**src/rtl/mem_arbiter.sv**
```systemverilog
// mem_arbiter: shares one single-port synchronous memory (1-cycle read latency)
// between an instruction-fetch port (IF) and a load/store port (LS).
//
// Ports:
//   clk_i, rst_i           clock; asynchronous active-high reset
//   if_req_i/if_addr_i     fetch request and byte address
//   if_flush_i             squash fetch: blocks the fetch grant, drops a pending fetch response
//   if_gnt_o               fetch granted this cycle (combinational)
//   if_rvalid_o/if_rdata_o fetch response, one cycle after the grant
//   ls_req_i/ls_we_i       load/store request, 1=store
//   ls_be_i/ls_addr_i      store byte enables and byte address
//   ls_wdata_i             store data
//   ls_gnt_o               load/store granted this cycle (combinational)
//   ls_rvalid_o/ls_rdata_o load response, one cycle after the grant
//   mem_*_o                memory command, driven by the granted requester (all 0 when idle)
//   mem_rdata_i            memory read data, valid the cycle after a read
//
// LS has priority, but a fetch denied STARVE_LIMIT cycles in a row is forced to
// win once. resp_owner remembers who issued the read now in flight so that
// mem_rdata_i is steered to the right port.
module mem_arbiter #(
  parameter int DW           = 32,
  parameter int AW           = 32,
  parameter int BEW          = DW / 8,
  parameter int STARVE_LIMIT = 4
) (
  input  logic           clk_i,
  input  logic           rst_i,
  input  logic           if_req_i,
  input  logic [AW-1:0]  if_addr_i,
  input  logic           if_flush_i,
  output logic           if_gnt_o,
  output logic           if_rvalid_o,
  output logic [DW-1:0]  if_rdata_o,
  input  logic           ls_req_i,
  input  logic           ls_we_i,
  input  logic [BEW-1:0] ls_be_i,
  input  logic [AW-1:0]  ls_addr_i,
  input  logic [DW-1:0]  ls_wdata_i,
  output logic           ls_gnt_o,
  output logic           ls_rvalid_o,
  output logic [DW-1:0]  ls_rdata_o,
  output logic           mem_en_o,
  output logic           mem_we_o,
  output logic [BEW-1:0] mem_be_o,
  output logic [AW-1:0]  mem_addr_o,
  output logic [DW-1:0]  mem_wdata_o,
  input  logic [DW-1:0]  mem_rdata_i
);

  typedef enum logic [1:0] {
    OWN_NONE = 2'd0,
    OWN_IF   = 2'd1,
    OWN_LS   = 2'd2
  } owner_e;

  localparam logic [3:0] LIMIT = 4'(STARVE_LIMIT);

  owner_e     owner_q, owner_d;
  logic [3:0] starve_q, starve_d;
  logic       if_gnt, ls_gnt;

  // Arbitration. Reset forces both grants low so nothing reaches the memory.
  always_comb begin
    if_gnt = 1'b0;
    ls_gnt = 1'b0;
    if (!rst_i) begin
      if (ls_req_i && (starve_q < LIMIT)) begin
        ls_gnt = 1'b1;
      end else if (if_req_i && !if_flush_i) begin
        if_gnt = 1'b1;
      end else if (ls_req_i) begin
        ls_gnt = 1'b1;
      end
    end
  end

  assign if_gnt_o = if_gnt;
  assign ls_gnt_o = ls_gnt;

  // Memory command mux; loads always read the full word.
  always_comb begin
    mem_en_o    = 1'b0;
    mem_we_o    = 1'b0;
    mem_be_o    = '0;
    mem_addr_o  = '0;
    mem_wdata_o = '0;
    if (ls_gnt) begin
      mem_en_o    = 1'b1;
      mem_we_o    = ls_we_i;
      mem_be_o    = ls_we_i ? ls_be_i : {BEW{1'b1}};
      mem_addr_o  = ls_addr_i;
      mem_wdata_o = ls_wdata_i;
    end else if (if_gnt) begin
      mem_en_o   = 1'b1;
      mem_addr_o = if_addr_i;
    end
  end

  // Counts consecutive cycles a live (unflushed) fetch was denied; saturates.
  always_comb begin
    starve_d = 4'd0;
    if (if_req_i && !if_gnt && !if_flush_i) begin
      starve_d = (starve_q >= LIMIT) ? LIMIT : starve_q + 4'd1;
    end
  end

  // Stores complete at grant, so only reads claim the response slot.
  always_comb begin
    owner_d = OWN_NONE;
    if (if_gnt) begin
      owner_d = OWN_IF;
    end else if (ls_gnt && !ls_we_i) begin
      owner_d = OWN_LS;
    end
  end

  always_ff @(posedge clk_i or posedge rst_i) begin
    if (rst_i) begin
      owner_q  <= OWN_NONE;
      starve_q <= 4'd0;
    end else begin
      owner_q  <= owner_d;
      starve_q <= starve_d;
    end
  end

  // A flush in the response cycle discards the squashed fetch's data.
  assign if_rvalid_o = (owner_q == OWN_IF) && !if_flush_i;
  assign if_rdata_o  = if_rvalid_o ? mem_rdata_i : '0;
  assign ls_rvalid_o = (owner_q == OWN_LS);
  assign ls_rdata_o  = ls_rvalid_o ? mem_rdata_i : '0;

endmodule

```
**config.mk**
```make
export PLATFORM = sky130hd
export DESIGN_NAME = mem_arbiter
export DESIGN_NICKNAME = d
export VERILOG_FILES = /design/src/rtl/mem_arbiter.sv
export SDC_FILE = /design/constraint.sdc
export NUM_CORES = 1
export LEC_CHECK = 0
export ABC_AREA = 1
export BUFFER_PORTS_ARGS = -buffer_cell sky130_fd_sc_hd__buf_4
export CAP_MARGIN = 40
export CORE_AREA = 2 2 108 110
export DETAILED_ROUTE_END_ITERATION = 8
export DIE_AREA = 0 0 110 112
export PLACE_DENSITY = 0.58
export REMOVE_ABC_BUFFERS = 1
export SKIP_CTS_REPAIR_TIMING = 1
export SLEW_MARGIN = 40
export SYNTH_ARGS = -nofsm -noshare
export SYNTH_HDL_FRONTEND = slang
export SYNTH_SLANG_ARGS = --single-unit
```
**constraint.sdc**
```tcl
create_clock -name clk_i -period 3.5 [get_ports clk_i]
set_clock_uncertainty 0.1 [all_clocks]
set_input_delay 0.7 -clock clk_i [delete_from_list [all_inputs] [get_ports clk_i]]
set_output_delay 0.7 -clock clk_i [all_outputs]
set_load 0.02 [all_outputs]
```
-- After elaboration in Yosys (flattened, before gate mapping)
Index checks and enable logic that the tools add are counted.
- bitwise operators: 0
- $lt $le $gt $ge: 2
- reductions and logical operators: 9
- eq/ne operators: 2
- shifts and indexed selects: 0
- div/mod/pow operators: 0
- add/sub/neg operators: 1
- $mul: 0
- mux-type cells: 21
- operators with widths (cell ; count):
    $mux 32 ; 5
    $mux 4 ; 4
    $mux 1 ; 10
    $logic_and 1x1->1 ; 6
    $add 4x1->4 const B ; 1
    $ge 4x3->1 const B ; 1
    $lt 4x3->1 const B ; 1
    $mux 2 ; 2
    $logic_not 1->1 ; 3
    $eq 2x1->1 const B ; 1
    $eq 2x2->1 const B ; 1
- bits in latches: 0
- bits in registers: 6
- logic and storage cells: 37
- memories: 0
- RAM bits: 0
- output and inout port bits: 138
- ROM bits: 0

-- Depth between registers and ports, before layout
Gate-level depths: netlist of run 1.
- depth in word-level cells: 9
- mapped depth: 7

-- Worst setup path before layout of run 1
Ideal clock, no wire load.
- kind: input-to-output
- start point: in if_flush_i
- end point: out mem_wdata_o[10]
- cell stages on the path: 7
- path slack: 1.271 ns
- arrival: 1.429 ns
- path through: inv_2 > nand2_2 > inv_2 > nand2_4 > nand2_4 > buf_6 > nor2_1
- longest elaborated chain between the ends: 6
- ends and longest elaborated chain (item ; line ; text):
    from (decl) ; 31 ; input logic if_flush_i,
    $logic_not 1->1 ; 70 ; end else if (if_req_i && !if_flush_i) begin
    $logic_and 1x1->1 ; 70 ;
    $mux 1 ; 70 ;
    $mux 1 ; 68 ; if (ls_req_i && (starve_q < LIMIT)) begin
    $mux 1 ; 67 ; if (!rst_i) begin
    $mux 32 ; 88 ; if (ls_gnt) begin
    to (decl) ; 47 ; output logic [DW-1:0] mem_wdata_o,
Every way passes these cells.

-- Worst setup path after layout of run 1
- start point: in if_flush_i
- end point: out mem_wdata_o[11]
The elaborated chain is that of the path after synthesis.

==> reports/results.tsv, run 1 <==
metric	value	unit
status	complete, no violations	
post-synthesis mux area share	0	
Synth area leaders	nor2_1 (21%), nand3_1 (20%), inv_1 (17%)	
WP data required	2.70	ns
min-delay worst type	reg2reg	
routed vias	2893	
period utilization	0.809	
Core Region	11200	µm²
Yosys cell types	16	
max_cap viols	0	
Synth async-reset ratio	1.00	
# fillers	1203	
final wirelength	8280	µm
Post-synth EDFFs	0	
initial antenna violation count	0	
top-count cell post-synth	nor2_1	
Setup TNS Final	0	ns
final instance area	3790	µm²
I/O Buffers	275	
first-pass GRT wire length	12000	µm
share of cells above drive strength 1	0.533	
gpl congestion	0.816	
Final nets	726	
total CTS buffers	3	
TritonCTS clock tree	built	
dominant cell type by area after synthesis	nor2_1	
drt first-iter violations	93	
Synth Area in XOR/XNOR	0	
Critical Path Fanout Max	40	
Yosys top cell area share	0.212	
leakage	0.00249	µW
Final ANT Viol Nets	0	
Final min period	2.83	ns
crit path DAT	2.03	ns
#FFs+latches synth	6	
post-synthesis compound-gate area fraction	0.00470	
initial core utilization	0.143	
Synth Area in Simple Gates	0.618	
# DRC	0	
maximum vdd drop	0.131	mV
DP Cell Count	725	
wire per inst	11.4	µm
Hold Vio Cnt, Final	0	
Syn Area/Cell	4.91	µm²
vias per cell	3.97	
GRT Total Usage	0.121	
Fmax	0.353	GHz
CTS sink cnt	6	
worst-margin pin slew	0.629	ns
number of I/O pins	276	
Pre-antenna DRT Iters	5	
RSZ-0062 raised after global routing	no	
post-synthesis sequential area ratio	0.0940	
final worst setup slack	0.667	ns
H-tree levels	1	
P per Cell Area	171	nW/µm²
main combinational cell family by area after synthesis	simple AND/OR/NAND/NOR gates	
largest net degree at the start of global routing	41	
Mapped Area	1600	µm²
startpoint types	primary input	
crit end category	output pin	
non-filler instance count after layout	728	
Commonest cells post-synth	nor2_1 (90), inv_1 (74), nand3_1 (65)	
Root Driver	clkbuf_16	
die footprint	12300	µm²
Hold WS	0.324	ns
DIE HEIGHT	112	µm
Reg area	150	µm²
final setup fails	0	
vias in the first global route	2618	
die width	110	µm
antenna cells	0	
Synthesis Warnings	0	
Post-Syn Instances	325	
post-DP HPWL	6940	µm
adder-cell area share of the yosys netlist	0.00784	
CTS clock-pin slew for the worst setup and hold paths	0.03	ns
Primary FF master, synth	dfrtp_1	
grt ovf	0	
crit path kind	in2out	
multi-input logic area	1010	µm²
max_slew headroom	0.580	
worst-case clock buffer depth	2	
DP Area	3720	µm²
Core Rows	39	
final slew viol count	0	
dpl ws	0.644	ns
Area Growth Syn to Fin	138	%
Clock Latency Late Sink	0.22	ns
-- registers in the layout (all words and copies together), names as in the netlist --
signal	flops
starve_q	4
owner_q	2
-- stage by stage --
stage / power, µW / utilization
after floorplan: 242 / -
after detailed placement: 473 / 0.333
final: 650 / 0.340
after global placement: 470 / 0.333
after CTS: 657 / 0.340
after global routing: 693 / 0.340
-- metal layers --
layer,global-route usage,part of all wire,vias to the layer above
li1,-,-,1467
met1,0.125,0.35,1258
met2,0.234,0.53,156
met3,0.0293,0.10,12
met4,0.0363,0.017,0
met5,0,0,-
-- worst max-delay path: stages --
cell and delay, ns:
buf_4 0.11, inv_2 0.05, nand2_2 0.07, inv_2 0.09
nand2_4 0.21, nand2_4 0.50, nor2_1 0.09, buf_4 0.18
-- cell families (layout without fill, tap and decap cells) --
family	Yosys count	in the layout
and+or+nand+nor	218	218
other	1	1
adders and majority gates	1	1
AOI/OAI and AO/OA	1	1
DFF	6	6
buffers and inverters	98	358
-- final timing paths --
check / start / to / slack, ns / cells after the start
worst max-delay path: if_flush_i / mem_wdata_o[11] / 0.67 / 8
worst min-delay path: starve_q[0] / starve_q[0] / 0.32 / 1
worst max register to register: starve_q[2] / owner_q[1] / 1.86 / 5
worst min register to register: starve_q[0] / starve_q[0] / 0.32 / 1
max in group asynchronous: rst_i / starve_q[0] / 2.78 / 2
min in group asynchronous: rst_i / starve_q[2] / 0.33 / 2
-- power by group --
part	internal [µW]	switching (µW)	total, µW
Combinational	195	202	397
Sequential	72.3	1.20	73.5
Clock	146	32.7	179
-- layout make-up --
class,instances,area share
inverter,76,0.0752
sequential,6,0.0396
clock buffer,3,0.0198
multi-input combinational,221,0.266
timing repair buffer,279,0.552
tap,143,0.0471
-- cells in the final DEF (no fill, tap or decap) --
cell         n
o211ai_1     1
nor2_1      90
conb_1       1
clkbuf_16    3
inv_1       73
nand2_2      1
ha_1         1
dfrtp_1      6
buf_4      279
nor2_4       2
inv_2        3
nand3_1     65
nand2_4      2
nor2_2      22
nand2_1     36
(Power assumes the default switching activity.)
==> run 2, diff against run 1 <==
--- a/config.mk
+++ b/config.mk
@@ -5,12 +5,12 @@
 export SDC_FILE = /design/constraint.sdc
 export NUM_CORES = 1
 export LEC_CHECK = 0
-export ABC_AREA = 1
+export ABC_AREA = 0
 export BUFFER_PORTS_ARGS = -buffer_cell sky130_fd_sc_hd__buf_4
 export CAP_MARGIN = 40
-export CORE_AREA = 2 2 108 110
+export CORE_AREA = 2 2 107 109
 export DETAILED_ROUTE_END_ITERATION = 8
-export DIE_AREA = 0 0 110 112
+export DIE_AREA = 0 0 109 111
 export PLACE_DENSITY = 0.58
 export REMOVE_ABC_BUFFERS = 1
 export SKIP_CTS_REPAIR_TIMING = 1
==> constraint.sdc (replaced) <==
create_clock -name clk_i -period 2.3 [get_ports clk_i]
set_clock_uncertainty 0.1 [all_clocks]
set_input_delay 0.46 -clock clk_i [delete_from_list [all_inputs] [get_ports clk_i]]
set_output_delay 0.46 -clock clk_i [all_outputs]
set_load 0.02 [all_outputs]
==> run 2 against run 1 <==
Effect of this change:
- critical path depth is 1 lower
- hold slack worse by 0.23 ns
- critical path type unchanged
- combinational power is 46% higher
- non-clock buffer count is 1 higher
- core utilization is 1.2 points lower
- synthesized area is 18% lower
- final cell count is 19% lower
- clock-buffer cell count stayed put
- critical endpoint is now mem_addr_o[2]
==> reports/results.tsv, run 2 <==
metric	value	unit
vias in the first global route	2174	
GR met3 Demand/Resource	0.0412	
Commonest cells post-synth	and2_1 (97), a22o_1 (32), clkbuf_1 (6), dfrtp_1 (6), inv_1 (6)	
Post-synth EDFFs	0	
maximum vdd drop	0.200	mV
post-DP HPWL	8140	µm
number of I/O pins	276	
grt ovf	0	
R2R Setup Slk	1.04	ns
largest net degree at the start of global routing	67	
RSZ-0062 raised after global routing	no	
Yosys cell types	22	
period utilization	0.946	
share of cells above drive strength 1	0.650	
DP Area	3550	µm²
final instance area	3620	µm²
Core Region	11100	µm²
Mapped Area	1320	µm²
antenna cells	0	
initial core utilization	0.119	
Synth area leaders	and2_1 (46%), a22o_1 (21%), dfrtp_1 (11%)	
#FFs+latches synth	6	
max reg flops	4	
commonest cells after routing, fill and taps aside	buf_4 (277), and2_1 (97), a22o_1 (32), inv_1 (6), dfrtp_1 (6)	
Final ANT Viol Nets	0	
P per Cell Area	268	nW/µm²
most common cell after layout, fill and taps aside	buf_4	
gpl congestion	0.813	
CTS clock-pin slew for the worst setup and hold paths	0.03	ns
total CTS buffers	3	
Largest regs	starve_q: 4 flops, owner_q: 2 flops	
worst-case clock buffer depth	2	
initial antenna violation count	0	
drt first-iter violations	126	
Pre-antenna DRT Iters	4	
met1 Usage GRT	0.153	
Primary FF master, synth	dfrtp_1	
max_cap viols	0	
routed vias	2331	
CTS sink cnt	6	
I/O Buffers	275	
startpoint types	primary input	
Hold WS	0.0902	ns
Synthesis Warnings	0	
# fillers	1183	
crit path kind	in2out	
Hold Vio Cnt, Final	0	
final slew viol count	0	
GRT Total Usage	0.133	
Worst Reg-to-Reg Cells	4	
Final nets	589	
die width	109	µm
Final min period	2.18	ns
crit path DAT	1.62	ns
DIE HEIGHT	111	µm
min-delay worst type	in2async	
crit end category	output pin	
dominant cell type by area after synthesis	and2_1	
leakage	0.00204	µW
status	complete, no violations	
Yosys top cell area share	0.461	
H-tree levels	1	
Critical Path Fanout Max	66	
final setup fails	0	
final wirelength	9010	µm
Synth async-reset ratio	1.00	
TritonCTS clock tree	built	
post-synthesis sequential area ratio	0.114	
Syn Area/Cell	7.27	µm²
wire per inst	15.3	µm
Post-Syn Instances	181	
Clock Latency Late Sink	0.23	ns
# DRC	0	
Area Growth Syn to Fin	176	%
first-pass GRT wire length	12300	µm
GRT Max-Usage Layer	met2	
vias per cell	3.94	
die footprint	12100	µm²
Fmax	0.460	GHz
top-count cell post-synth	and2_1	
Core Rows	39	
Top reg by flops	starve_q	
Root Driver	clkbuf_16	
WP data required	1.74	ns
GR Util met2	0.239	
[run 2: path summary, 6_finish.rpt]
check / to / start
max: mem_addr_o[2] / if_flush_i
max reg2reg: starve_q[2] / starve_q[2]
min: owner_q[0] / rst_i
min reg2reg: starve_q[0] / starve_q[0]
max in group asynchronous: starve_q[1] / rst_i
min in group clk_i: owner_q[1] / ls_we_i
[run 2: area by class of cell]
type / count / area [µm²] / share of cell area
timing repair buffer: 280 / 2140 / 0.590
multi-input combinational: 152 / 1050 / 0.291
tap: 143 / 179 / 0.0494
sequential: 6 / 150 / 0.0414
clock buffer: 3 / 75.1 / 0.0207
inverter: 7 / 26.3 / 0.00725
[run 2: worst max-delay path, cell delays in order]
cell and delay, ns:
buf_4 0.12, nand2b_4 0.16, o21ai_4 0.16, inv_2 0.06, buf_12 0.17, a22o_1 0.28, buf_4 0.16
[run 2: kinds of logic after synthesis]
family          count (synthesis)  synth area share
simple gates                  111             0.524
compound gates                 39             0.260
buf+inv                        23            0.0894
flops                           6             0.114
fa+ha+maj                       1           0.00951
other cells                     1           0.00285
[run 2: power by group]
group          leakage [µW]  internal [µW]  switching (µW)
logic               0.00192            316             265
registers         0.0000798            110            2.53
clock network     0.0000370            223            55.0
[run 2: routing by layer]
| metal | vias up | routed length, µm | share of wire |
|---|---|---|---|
| met2 | 170 | 4390 | 0.49 |
| met4 | 0 | 125 | 0.014 |
| met1 | 1027 | 3300 | 0.37 |
| met5 | - | 0 | 0 |
| li1 | 1128 | - | - |
| met3 | 6 | 1200 | 0.13 |
[run 2: through the flow]
| stage | setup TNS [ns] | setup slack, ns | cells | util | power, µW |
|---|---|---|---|---|---|
| 2_1_floorplan | -27.43 | -0.703 | 165 | - | 332 |
| 3_3_place_gp | 0 | 0.132 | 588 | 0.320 | 698 |
| 3_5_place_dp | 0 | 0.126 | 588 | 0.320 | 702 |
| 4_1_cts | 0 | 0.0278 | 591 | 0.327 | 984 |
| 5_1_grt | 0 | 0.0450 | 591 | 0.327 | 1020 |
| 6_report | 0 | 0.124 | 591 | 0.327 | 971 |
